==> config.mk <==
export PLATFORM = sky130hd
export DESIGN_NAME = pebble_run_ctrl
export DESIGN_NICKNAME = d
export VERILOG_FILES = /design/src/rtl/pebble_pkg.sv /design/src/rtl/pebble_cycle_ctr.sv /design/src/rtl/pebble_run_ctrl.sv
export SDC_FILE = /design/constraint.sdc
export NUM_CORES = 1
export LEC_CHECK = 0
export ABC_CLOCK_PERIOD_IN_PS = 1640
export CAP_MARGIN = 20
export CORE_MARGIN = 1
export CORE_UTILIZATION = 30
export DETAILED_ROUTE_END_ITERATION = 16
export HOLD_SLACK_MARGIN = 0.1
export PLACE_DENSITY_LB_ADDON = 0.2
export SETUP_SLACK_MARGIN = 0.02
export SLEW_MARGIN = 10
export SYNTH_ARGS = -nofsm -noshare
export SYNTH_HDL_FRONTEND = slang
export SYNTH_SLANG_ARGS = --single-unit
==> constraint.sdc <==
create_clock -name clk_i -period 1.64 [get_ports clk_i]
set_clock_uncertainty 0.1 [all_clocks]
set_input_delay 0.164 -clock clk_i [delete_from_list [all_inputs] [get_ports clk_i]]
set_output_delay 0.164 -clock clk_i [all_outputs]
set_load 0.03 [all_outputs]
==> src/rtl/pebble_pkg.sv <==
// Shared types for the Pebble run controller: FSM states and the program-index width
// that the instruction memory and the controller both use.
package pebble_pkg;

   localparam int unsigned PROG_W = 2;

   typedef enum logic [2:0] {
      ST_IDLE   = 3'd0,
      ST_CRST   = 3'd1,
      ST_START  = 3'd2,
      ST_RUN    = 3'd3,
      ST_REPORT = 3'd4
   } run_state_e;

endpackage

==> src/rtl/pebble_cycle_ctr.sv <==
// Per-program RUN cycle counter: synchronous clear/enable, flags when the count equals LIMIT.
module pebble_cycle_ctr
   import pebble_pkg::*;
#(
   parameter int unsigned CYC_W = 16,
   parameter int unsigned LIMIT = 10000
) (
   input  logic             clk_i,
   input  logic             reset_i,
   input  logic             clr_i,
   input  logic             en_i,
   output logic [CYC_W-1:0] count_o,
   output logic             eq_limit_c_o
);

   logic [CYC_W-1:0] cnt_q;
   logic [CYC_W-1:0] cnt_d;

   always_comb begin
      cnt_d = cnt_q;
      if (clr_i) begin
         cnt_d = '0;
      end else if (en_i) begin
         cnt_d = cnt_q + CYC_W'(1);
      end
   end

   always_ff @(posedge clk_i) begin
      if (!reset_i) begin
         cnt_q <= '0;
      end else begin
         cnt_q <= cnt_d;
      end
   end

   assign count_o      = cnt_q;
   assign eq_limit_c_o = (cnt_q == CYC_W'(LIMIT));

endmodule

==> src/rtl/pebble_run_ctrl.sv <==
// Run sequencer for the Pebble core: resets, starts and times each program of a range,
// reporting cycle count or timeout per program.
module pebble_run_ctrl
   import pebble_pkg::*;
#(
   parameter int unsigned CYC_W        = 16,
   parameter int unsigned TIMEOUT      = 10000,
   parameter int unsigned RESET_CYCLES = 2
) (
   input  logic              clk_i,
   input  logic              reset_i,
   input  logic              go_i,
   input  logic [PROG_W-1:0] prog_first_i,
   input  logic [PROG_W-1:0] prog_last_i,
   input  logic              core_done_i,
   output logic              core_reset_o,
   output logic              core_start_o,
   output logic [PROG_W-1:0] prog_idx_o,
   output logic              busy_o,
   output logic              result_valid_o,
   output logic [PROG_W-1:0] result_prog_o,
   output logic [CYC_W-1:0]  result_cycles_o,
   output logic              result_timeout_o,
   output logic              all_done_o
);

   localparam int unsigned RC_W = (RESET_CYCLES > 1) ? $clog2(RESET_CYCLES) : 1;

   run_state_e        state_q, state_d;
   logic [RC_W-1:0]   rc_q, rc_d;
   logic [PROG_W-1:0] last_q, last_d;
   logic [PROG_W-1:0] prog_idx_q, prog_idx_d;
   logic              core_reset_q, core_reset_d;
   logic              core_start_q, core_start_d;
   logic              busy_q, busy_d;
   logic              res_valid_q, res_valid_d;
   logic [PROG_W-1:0] res_prog_q, res_prog_d;
   logic [CYC_W-1:0]  res_cycles_q, res_cycles_d;
   logic              res_timeout_q, res_timeout_d;
   logic              all_done_q, all_done_d;
   logic [CYC_W-1:0]  cyc_count;
   logic              cyc_at_limit;

   // Counter is 1 in the first RUN cycle and held at 0 everywhere else
   pebble_cycle_ctr #(
      .CYC_W (CYC_W),
      .LIMIT (TIMEOUT)
   ) u_cycle_ctr (
      .clk_i        (clk_i),
      .reset_i      (reset_i),
      .clr_i        (state_d != ST_RUN),
      .en_i         (state_d == ST_RUN),
      .count_o      (cyc_count),
      .eq_limit_c_o (cyc_at_limit)
   );

   always_ff @(posedge clk_i) begin
      if (!reset_i) begin
         state_q <= ST_IDLE;
      end else begin
         state_q <= state_d;
      end
   end

   always_comb begin
      state_d = state_q;
      unique case (state_q)
         ST_IDLE:   if (go_i) state_d = ST_CRST;
         ST_CRST:   if (rc_q == '0) state_d = ST_START;
         ST_START:  state_d = ST_RUN;
         ST_RUN:    if (core_done_i || cyc_at_limit) state_d = ST_REPORT;
         ST_REPORT: state_d = (prog_idx_q == last_q) ? ST_IDLE : ST_CRST;
         default:   state_d = ST_IDLE;
      endcase
   end

   // Outputs are registered from the next state so they line up with the state they describe
   always_comb begin
      rc_d          = rc_q;
      last_d        = last_q;
      prog_idx_d    = prog_idx_q;
      res_prog_d    = res_prog_q;
      res_cycles_d  = res_cycles_q;
      res_timeout_d = res_timeout_q;
      all_done_d    = all_done_q;
      core_reset_d  = (state_d == ST_IDLE) || (state_d == ST_CRST);
      core_start_d  = (state_d == ST_START);
      busy_d        = (state_d != ST_IDLE);
      res_valid_d   = (state_d == ST_REPORT);

      if (state_d == ST_CRST && state_q != ST_CRST) begin
         rc_d = RC_W'(RESET_CYCLES - 1);
      end else if (state_q == ST_CRST && rc_q != '0) begin
         rc_d = rc_q - RC_W'(1);
      end

      if (state_q == ST_IDLE && go_i) begin
         last_d     = (prog_last_i < prog_first_i) ? prog_first_i : prog_last_i;
         prog_idx_d = prog_first_i;
         all_done_d = 1'b0;
      end

      if (state_q == ST_RUN && state_d == ST_REPORT) begin
         res_prog_d    = prog_idx_q;
         res_cycles_d  = cyc_count;
         res_timeout_d = !core_done_i;
      end

      if (state_q == ST_REPORT) begin
         if (prog_idx_q == last_q) begin
            all_done_d = 1'b1;
         end else begin
            prog_idx_d = prog_idx_q + PROG_W'(1);
         end
      end
   end

   always_ff @(posedge clk_i) begin
      if (!reset_i) begin
         rc_q          <= '0;
         last_q        <= '0;
         prog_idx_q    <= '0;
         core_reset_q  <= 1'b1;
         core_start_q  <= 1'b0;
         busy_q        <= 1'b0;
         res_valid_q   <= 1'b0;
         res_prog_q    <= '0;
         res_cycles_q  <= '0;
         res_timeout_q <= 1'b0;
         all_done_q    <= 1'b0;
      end else begin
         rc_q          <= rc_d;
         last_q        <= last_d;
         prog_idx_q    <= prog_idx_d;
         core_reset_q  <= core_reset_d;
         core_start_q  <= core_start_d;
         busy_q        <= busy_d;
         res_valid_q   <= res_valid_d;
         res_prog_q    <= res_prog_d;
         res_cycles_q  <= res_cycles_d;
         res_timeout_q <= res_timeout_d;
         all_done_q    <= all_done_d;
      end
   end

   assign core_reset_o     = core_reset_q;
   assign core_start_o     = core_start_q;
   assign prog_idx_o       = prog_idx_q;
   assign busy_o           = busy_q;
   assign result_valid_o   = res_valid_q;
   assign result_prog_o    = res_prog_q;
   assign result_cycles_o  = res_cycles_q;
   assign result_timeout_o = res_timeout_q;
   assign all_done_o       = all_done_q;

endmodule

* After elaboration in Yosys (flattened, before gate mapping)
Index checks and enable logic that the tools add are counted.
** Storage, ports and cells
- Flip-flop bits (word level) :: 48
- Latch bits :: 0
- Memory bits (writable) :: 0
- Memory bits (read-only) :: 0
- Input bits :: 8
- Output and inout bits :: 26
- Logic and storage cells :: 56
- Memories kept :: 0
** Operators by class
- $add $sub $neg :: 3
- $mul :: 0
- Divide/modulo/power cells :: 0
- Magnitude comparators :: 1
- Eq/ne operators :: 12
- Shift-type cells :: 0
- Muxes and demuxes :: 14
- Bitwise logic cells :: 1
- Reduce and logical (&&, ||, !) cells :: 12
** Operators with widths (number)
- 16-bit by 1-bit adder with 16-bit output, second input constant :: 1
- 16-bit by 14-bit equality test with 1-bit output, second input constant :: 1
- 3-bit case mux with 5 select lines :: 1
- 3-bit by 2-bit equality test with 1-bit output, second input constant :: 4
- 3-bit two-way mux :: 3
- 2-bit two-way mux :: 4
- 3-bit by 1-bit equality test with 1-bit output, second input constant :: 2
- 3-bit equality test, second input constant :: 2
- 3-bit zero test :: 2
- 1-bit two-way mux :: 6
- 1-bit logical AND :: 4
- 3-bit by 1-bit != test with 1-bit output, second input constant :: 1
- 3-bit by 2-bit != test with 1-bit output, second input constant :: 1
- 3-bit nonzero test :: 1
- 2-bit by 1-bit adder with 2-bit output, second input constant :: 1
- 2-bit equality test :: 1
- 1-bit logical OR :: 2
- 2-bit < comparator :: 1
- 2-bit nonzero test :: 1
- 2-bit OR reduction :: 1
- 1-bit zero test :: 1
- 1-bit NOT :: 1
- 1-bit subtractor, second input constant :: 1

* Depth between registers and ports, before layout
Gate-level depths: netlist of the first run.
- Depth in word-level cells :: 7
- Depth in mapped cells :: 8
- Depth with buffers taken out :: 6

* Cells and area by module
A second synthesis of the first run with hierarchy kept.
** Unflattened totals
- Cells, all modules :: 237
- Area, all modules :: 2130.8 µm²
** Modules (own cells, without submodules)
- pebble_run_ctrl :: instances 1, cells each 150, area an instance 1351.3 µm², sequential area each 640.6 µm²
- pebble_cycle_ctr :: instances 1, cells each 87, area an instance 779.5 µm², sequential area each 320.3 µm²

* Worst setup path before layout of the first run
Ideal clock, no wire load.
- Path kind :: register to register
- From :: register prog_idx_q[0], in the netlist prog_idx_o[0]
- To :: register state_q[0]
- Library setup time :: 0.120 ns
- Arrival time :: 1.514 ns
- Required time :: 1.420 ns
- Slack :: -0.094 ns
- Cell stages (with the launch flop) :: 5
- Path buffers :: 0
- Clock period less this slack :: 1.734 ns
- Path through :: dfxtp_1 xor2_1 o211ai_1 o21ai_0 a211o_1
** Between the ends
- Longest elaborated chain between the ends :: 3
** Ends and longest elaborated chain
- start, declared :: line pebble_run_ctrl.sv:32 : logic [PROG_W-1:0] prog_idx_q, prog_idx_d;
- start signal, assigned :: line pebble_run_ctrl.sv:134 : prog_idx_q <= prog_idx_d;
- 2-bit equality test :: line pebble_run_ctrl.sv:72 : ST_REPORT: state_d = (prog_idx_q == last_q) ? ST_IDLE : ST_CRST;
- 1-bit two-way mux :: line pebble_run_ctrl.sv:72
- 3-bit case mux with 5 select lines :: line pebble_run_ctrl.sv:67 : unique case (state_q)
- end signal, assigned :: line pebble_run_ctrl.sv:61 : state_q <= state_d;
- end, declared :: line pebble_run_ctrl.sv:29 : run_state_e state_q, state_d;
Every way passes these cells.
A chain may end at the register's enable or synchronous reset.

* Final worst setup path of the first run
- From :: register u_cycle_ctr.cnt_q[0], in the netlist u_cycle_ctr.count_o[0]
- To :: register state_q[0]
** Between the ends
- Longest elaborated chain between the ends :: 4
** Ends and longest elaborated chain
- start, declared :: line pebble_cycle_ctr.sv:16 : logic [CYC_W-1:0] cnt_q;
- start signal, assigned :: line pebble_cycle_ctr.sv:32 : cnt_q <= cnt_d;
- 16-bit by 14-bit equality test with 1-bit output :: line pebble_cycle_ctr.sv:37 : assign eq_limit_c_o = (cnt_q == CYC_W'(LIMIT));
- 1-bit logical OR :: line pebble_run_ctrl.sv:71 : ST_RUN: if (core_done_i || cyc_at_limit) state_d = ST_REPORT;
- 3-bit two-way mux :: line pebble_run_ctrl.sv:71
- 3-bit case mux with 5 select lines :: line pebble_run_ctrl.sv:67
Every way passes these cells.

==> run_results.csv, run 1 <==
group,metric,value,unit
outcome,outcome,"finished clean",
logic_synthesis,synth-xor-area-share,0.0534,
setup_path,critPathLaunchType,"flip-flop",
logic_synthesis,syn_nets,287,
logic_synthesis,synth_top_family_by_area,"simple AND/OR/NAND/NOR gates",
floorplan,ioPinCount,34,
timing,final_hold_viol_count,0,
pwr,power_density,683,mW/mm^2
setup_path,critical_path_arrival,1.72,ns
layout,post-route-util,0.447,
logic_synthesis,synth_flop_cell,"dfxtp_1",
grt,grt_pass1_vias,2107,
cts,h-tree-depth,2,
route,antenna_left,0,
layout,final_common_cell,"dfxtp_1",
logic_synthesis,ys_seq_elements,48,
logic_synthesis,ys_types,47,
route,wirelength,6.20,mm
timing,relSlewSlack,0.779,
route,wl_per_cell,14.1,um
place,hpwl,4.19,mm
cts,cts_buffer_depth,2,
route,drtIter0Drc,149,
logic_synthesis,seq_area_frac_synth,0.391,
timing,setup_viol,0,
floorplan,coreArea,0.00781,sq mm
floorplan,die-area,0.00856,sq mm
grt,overflow,0,
cts,numCtsBuffers,5,
setup_path,required,1.73,ns
logic_synthesis,netlist_area,0.00246,sq mm
logic_synthesis,synth_compound_area_frac,0.110,
floorplan,die_x,92.5,um
logic_synthesis,synthTopCellsByArea,"dfxtp_1, nand3_1, nand4_1, nand3b_1, nor2_1",
grt,grt_max_degree,44,
logic_synthesis,synth_edf_count,0,
timing,grt_setup_unrepaired,"true",
hold_path,min_path_type,"reg -> reg",
grt,antenna_found_initial,0,
layout,fin_cells,438,
floorplan,rows,32,
grt,grt_pass1_wl,10.4,mm
place,place.gp.congestion,0.790,
route,drc,0,
cts,cts_tree,"yes",
timing,fin_crit,1.62,ns
route,firstDrtPassIters,4,
timing,final.period_utilization,0.991,
logic_synthesis,synthSimpleGateAreaFrac,0.366,
cts,clk_pin_slew,0.09,ns
timing,fmax,0.616,GHz
setup_path,end_kind,"flip-flop",
layout,layout_common_cells,"dfxtp_1, nand3_1, buf_4",
floorplan,die_y,92.5,um
layout,drive_above_1_share,0.262,
logic_synthesis,synth.avg_cell_area,8.94,sq um
job,drv_cap,0,
logic_synthesis,yosysTopAreaCellShare,0.391,
setup_path,critPathKind,"reg -> reg",
timing,worst_slew_pin_slew,0.331,ns
floorplan,start_util,0.315,
pwr,total_power,2.38,mW
pwr,max-vdd-ir-drop,0.299,mV
setup_path,cp_max_fo,7,
place,io_buffers,33,
cts,clk_latency,0.30,ns
logic_synthesis,muxShareOfSynthArea,0,
route,via_count,2297,
logic_synthesis,synth_area_leader_cell,"dfxtp_1",
layout,fin_nets,348,
logic_synthesis,ys_async_sr_fraction,0,
grt,grt.total_usage,0.152,
layout,antenna_cells,0,
place,placed_cells_incl_taps,424,
cts,cts.sinks,48,
logic_synthesis,netlist_instances,275,
logic_synthesis,yosys.area_share.adder,0.0204,
pwr,p_leak,1.57,nW
route,vias_per_cell,5.24,
logic_synthesis,ys_warn_count,0,
layout,area_growth,41.9,%
timing,slew_viol_final,0,
cts,root_buffer,"clkbuf_8",
per-stage QoR:
stage | setup WS (ns) | TNS (ns) | hold WS [ns] | cell area [sq um]
after global routing | -0.0625 | -1.34 | 0.408 | 3490
final | 0.0153 | 0 | 0.388 | 3490
after global placement | 0.0232 | 0 | 0.380 | 3150
after detailed placement | -0.0143 | -0.0143 | 0.375 | 3150
after CTS | 0.0179 | 0 | 0.399 | 3320
after floorplan | 0.0294 | 0 | 0.250 | 2470
final cells by class:
cell class	count	area (sq um)
fill	755	4320
multi-input combinational	194	1450
sequential	48	971
timing repair buffer	78	808
tap	102	128
clock buffer	7	96.3
inverter	9	33.8
metal layers:
layer,GRT usage,share of wire,up-vias
li1,-,-,1139
met1,0.197,0.46,1105
met2,0.253,0.49,46
met3,0.0279,0.038,7
met4,0.0469,0.0086,0
met5,0,0,-
synth_stat cells (all sizes together), types with 2 or more instances:
cell type	number
nor2	25
nor3	3
buf	7
a21oi	5
a21boi	2
ha	4
o221ai	9
nand2b	3
nor4	2
inv	9
nor4b	5
clkbuf	17
nand3	38
o211ai	2
nand4b	9
xor2	7
nand3b	13
and4	3
nand2	9
o211a	4
dfxtp	48
nand4	27
o21ai	4
xnor2	8
state kept, by name (all words and copies together) (netlist names):
name and flops:
busy_o 1, prog_idx_o 2, state_q 3, u_cycle_ctr.count_o 16, result_prog_o 2, rc_q 1
core_start_o 1, result_timeout_o 1, all_done_o 1, result_cycles_o 16, result_valid_o 1, core_reset_o 1
last_q 2
where the power goes:
group / internal [mW] / total (mW) / switching (mW)
Sequential: 1.20 / 1.23 / 0.0306
Combinational: 0.175 / 0.386 / 0.211
Clock: 0.376 / 0.765 / 0.388
Total: 1.75 / 2.38 / 0.630
worst paths after layout:
path         cells after the start  slack, ns                   start                to
min reg2reg                      2       0.39        result_timeout_o  result_timeout_o
max                              7       0.02  u_cycle_ctr.count_o[0]        state_q[0]
max reg2reg                      7       0.02  u_cycle_ctr.count_o[0]        state_q[0]
min                              2       0.39        result_timeout_o  result_timeout_o
critical path, stage by stage (launching register included):
cell and delay, ns:
dfxtp_2 0.34, inv_2 0.06, ha_4 0.12, nor4b_4 0.20, and4_4 0.29, buf_12 0.14, nor4b_2 0.05, a211o_1 0.23
cells by family after synthesis:
family,count (synthesis)
compound gates,33
flops,48
simple gates,142
xor+xnor,15
buf+inv,33
fa+ha+maj,4
repair_timing:
item | CTS | global route
gates resized for setup | 20 | 27
endpoints found under the setup margin | 18 | 51
hold buffers | 1 | 0
pin swaps | 1 | 16
buffers inserted | 2 | 2
endpoints found under the hold margin | 1 | 0
gates cloned | 1 | 1
No activity file was read; power rests on OpenSTA's default activity.
==> run 2: changes to the inputs <==
Settings changed: CORE_MARGIN 1 to 4.
==> run 2 against run 1 <==
First-iteration DRC count fell by 8.7%; register-to-register slack barely moved; total power fell by 0.87%; worst hold slack improved by 0.012 ns; clock-buffer cell count fell by 1; design area fell by 2.3%; global-route usage fell by 1.8 points; via count fell by 0.30%; critical path depth did not move; critical path type unchanged; critical endpoint is now u_cycle_ctr.count_o[10]; highest routed layer unchanged.
==> run_results.csv, run 2 (synthesized netlist as in run 1, its figures left out) <==
group,metric,value,unit
outcome,outcome,"finished clean",
grt,grt_pass1_vias,2136,
grt,grt_max_degree,30,
cts,root_buffer,"clkbuf_8",
timing,fmax,0.611,GHz
layout,area_growth,38.6,%
setup_path,critPathLaunchType,"flip-flop",
timing,whs,0.400,ns
cts,cts.sinks,48,
layout,final_common_cell,"buf_4",
setup_path,ff2ff_setup_slack,0.003,ns
route,wirelength,6.55,mm
cts,numCtsBuffers,5,
route,wl_per_cell,14.8,um
floorplan,die_x,98.5,um
pwr,p_int,1.71,mW
timing,slew_viol_final,0,
route,vias_per_cell,5.17,
cts,clk_latency,0.30,ns
floorplan,start_util,0.313,
grt,grt_pass1_wl,10.8,mm
layout,fillCellCount,836,
timing,setup_viol,0,
layout,fin_cells,443,
place,hpwl,4.49,mm
setup_path,cp_max_fo,4,
timing,fin_ws,0.00283,ns
layout,multiInputGateArea,0.00148,sq mm
floorplan,ioPinCount,34,
timing,fin_crit,1.64,ns
layout,fin_nets,352,
grt,antenna_found_initial,0,
place,placed_cells_incl_taps,432,
place,place_ws,-0.132,ns
grt,overflow,0,
setup_path,r2r_start,"u_cycle_ctr.count_o[1]",
setup_path,reg2reg_to,"u_cycle_ctr.count_o[10]",
cts,cts_buffer_depth,2,
hold_path,min_path_type,"reg -> reg",
pwr,power_density,693,mW/mm^2
timing,relSlewSlack,0.769,
pwr,combPwrFrac,0.161,
hold_path,hold_end,"result_timeout_o",
cts,cts_tree,"yes",
pwr,switching_share,0.276,
pwr,max-vdd-ir-drop,0.281,mV
layout,drive_above_1_share,0.273,
timing,final_hold_viol_count,0,
pwr,p_leak,1.45,nW
cts,h-tree-depth,2,
cts,clk_pin_slew,0.09,ns
setup_path,critPathKind,"reg -> reg",
pwr,total_power,2.36,mW
timing,worst_slew_pin_slew,0.344,ns
layout,antenna_cells,0,
floorplan,rows,32,
pwr,power_frac_clock,0.316,
timing,grt_setup_unrepaired,"true",
grt,grt.total_usage,0.134,
pwr,seq_power_share,0.523,
place,place.gp.congestion,0.781,
layout,layout_common_cells,"buf_4, dfxtp_1, nand3_1",
route,antenna_left,0,
setup_path,reg2reg_depth,7,
route,drtIter0Drc,136,
job,drv_cap,0,
layout,regArea,968,sq um
setup_path,required,1.74,ns
floorplan,coreArea,0.00785,sq mm
hold_path,worstHoldStart,"result_timeout_o",
route,drc,0,
hold_path,worstHoldPathCells,2,
place,io_buffers,33,
timing,final.period_utilization,0.998,
setup_path,critical_path_arrival,1.74,ns
route,firstDrtPassIters,4,
route,via_count,2290,
pwr,power_switching,0.653,mW
setup_path,end_kind,"flip-flop",
floorplan,die-area,0.00971,sq mm
floorplan,die_y,98.5,um
-- run 2: layer usage --
metal | GRT usage | share of wire | vias to the layer above
met5 | 0 | 0 | -
met3 | 0.0226 | 0.034 | 4
met1 | 0.190 | 0.48 | 1101
li1 | - | - | 1149
met2 | 0.206 | 0.48 | 36
met4 | 0.0473 | 0.0078 | 0
-- run 2: worst max-delay path, stage by stage (launching register included) --
cell	delay [ns]
dfxtp_2	0.36
buf_4	0.13
ha_4	0.12
nand4_1	0.22
buf_4	0.25
nor3_4	0.17
xnor2_1	0.14
nor2_1	0.05
-- run 2: worst max-delay path by stage --
| stage | endpoint | from | cells after the start |
|---|---|---|---|
| 2_1_floorplan | u_cycle_ctr.count_o[10] | u_cycle_ctr.count_o[0] | 7 |
| 3_3_place_gp | u_cycle_ctr.count_o[10] | u_cycle_ctr.count_o[1] | 7 |
| 3_5_place_dp | result_cycles_o[2] | u_cycle_ctr.count_o[1] | 6 |
| 4_1_cts | state_q[0] | u_cycle_ctr.count_o[1] | 6 |
| 5_1_grt | u_cycle_ctr.count_o[10] | u_cycle_ctr.count_o[1] | 7 |
| 6_report | u_cycle_ctr.count_o[10] | u_cycle_ctr.count_o[1] | 7 |
-- run 2: layout make-up --
cell class,instances,area share
Multi-Input combinational cell,194,0.434
Sequential cell,48,0.284
Timing Repair Buffer,82,0.207
Tap cell,102,0.0374
Clock buffer,6,0.0242
Inverter,9,0.00991
Clock inverter,2,0.00294
-- run 2: timing repair --
item | 4_1_cts | 5_1_grt
endpoints found under the setup margin | 46 | 39
hold buffers | 1 | 0
cloned | 1 | 0
hold endpoints to repair | 4 | 0
buffers inserted | 0 | 1
pin swaps | 12 | 5
resized for setup | 35 | 19
-- run 2: per-stage QoR --
stage                     setup TNS, ns  utilization  cell area [sq um]
after floorplan                       0            -               2470
after global placement           -0.706        0.403               3160
after detailed placement          -1.84        0.403               3160
after CTS                       -0.0316        0.421               3310
after global routing              -1.17        0.434               3410
final                                 0        0.434               3410
-- run 2: power by group through the flow --
stage	Sequential, mW	Combinational (mW)	Clock, mW
after floorplan	1.28	0.195	0
after global placement	1.26	0.365	0
after detailed placement	1.26	0.364	0
after CTS	1.23	0.368	0.782
after global routing	1.24	0.417	0.826
final	1.24	0.379	0.748
==> variant, RTL diff (flow settings as in run 2) <==
The 5 states of `run_state_e` get a one-hot encoding in 5 bits.
--- a/src/rtl/pebble_pkg.sv
+++ b/src/rtl/pebble_pkg.sv
@@ -4,12 +4,12 @@
 
    localparam int unsigned PROG_W = 2;
 
-   typedef enum logic [2:0] {
-      ST_IDLE   = 3'd0,
-      ST_CRST   = 3'd1,
-      ST_START  = 3'd2,
-      ST_RUN    = 3'd3,
-      ST_REPORT = 3'd4
+   typedef enum logic [4:0] {
+      ST_IDLE   = 5'b00001,
+      ST_CRST   = 5'b00010,
+      ST_START  = 5'b00100,
+      ST_RUN    = 5'b01000,
+      ST_REPORT = 5'b10000
    } run_state_e;
 
 endpackage
Formal check against the unedited RTL: same outputs for any inputs over 10 cycles, from zero or initial values and one cycle with reset_i low; not proved beyond that.
==> variant against run 2 <==
- the flow now finishes with violations (negative setup slack)
- sequential cell count is 2 higher
- setup slack got worse by 130 ps
- hold slack got worse by 46 ps
- routed wire length fell by 18%
- design area is 0.73% lower
- synthesized area shrank 6.4%
- core utilization increased by 2.5 points
- power up 6.6%
- critical path type unchanged
==> variant: results <==
# TYPE chip_impl_metric gauge
chip_impl_info{name="synth_area_leaders",value="sky130_fd_sc_hd__dfxtp_1 43%, sky130_fd_sc_hd__mux2i_1 8.3%, sky130_fd_sc_hd__nand2_1 7.2%, sky130_fd_sc_hd__nor3_1 4.6%, sky130_fd_sc_hd__xnor2_1 3.0%"} 1
chip_impl_metric{name="setup.reg_to_reg.worst_slack",unit="ps"} -130
chip_impl_metric{name="post-route-worst-setup-slack",unit="ps"} -128
chip_impl_metric{name="routed-via-count",unit=""} 1945
chip_impl_metric{name="nFillCells",unit=""} 697
chip_impl_metric{name="synth-seq-area-share",unit="%"} 43.5
chip_impl_metric{name="maximum_number_of_pins_on_one_net_before_global_route_repair",unit=""} 40
chip_impl_info{name="status",value="complete, but fails checks"} 1
chip_impl_metric{name="synth_xor_area_share",unit="%"} 5.71
chip_impl_metric{name="timing.critical_path.fanout_max",unit=""} 8
chip_impl_metric{name="layout-drive-gt1-share",unit="%"} 29.0
chip_impl_metric{name="post_dp_cell_area",unit="µm²"} 3170
chip_impl_metric{name="finalNetCount",unit=""} 339
chip_impl_metric{name="place_hpwl",unit="µm"} 3840
chip_impl_metric{name="placed_cells",unit=""} 415
chip_impl_metric{name="timing.final.setup_violations",unit=""} 45
chip_impl_info{name="failing_checks",value="negative setup slack"} 1
chip_impl_metric{name="r2r_cells",unit=""} 8
chip_impl_metric{name="total_leakage_power",unit="µW"} 0.00142
chip_impl_metric{name="grt_util_met2",unit="%"} 18.0
chip_impl_metric{name="cell_internal_pwr",unit="µW"} 1850
chip_impl_info{name="crit_family",value="buffers and inverters"} 1
chip_impl_metric{name="wl_met2",unit="µm"} 2300
chip_impl_metric{name="irDropWorstVdd",unit="mV"} 0.325
chip_impl_metric{name="synth_compound_gate_area_share",unit="%"} 8.42
[variant: cell count changes after synthesis, sizes merged, moves of 6 or more]
cell	before	now
nand3b	13	0
nand4	27	5
mux2i	0	19
nand2	9	44
clkbuf	17	7
o221ai	9	0
nor2	25	7
nand3	38	4
nor3	3	21
nand4b	9	0
a211oi	0	6
[variant: area by class of cell]
cell class	count	area, µm²	area share (%)
clock buffers	7	86.3	2.55
clock inverters	1	5.00	0.148
inverters	13	48.8	1.44
multi-input cells	172	1290	38.1
flip-flops and latches	50	1010	30.0
well taps	99	124	3.66
repair buffers	85	816	24.1
[variant: repair_timing]
item	4_1_cts	5_1_grt
setup endpoints to repair	36	57
pin swaps	1	2
hold endpoints to repair	0	0
setup buffers	2	1
gates resized for setup	9	16
cloned	0	1
[variant: power groups by stage]
stage,Clock [µW],Combinational [µW],Sequential [µW]
2_1_floorplan,0,243,1350
6_report,738,490,1290
3_5_place_dp,0,441,1310
3_3_place_gp,0,439,1310
4_1_cts,773,464,1290
5_1_grt,820,531,1290
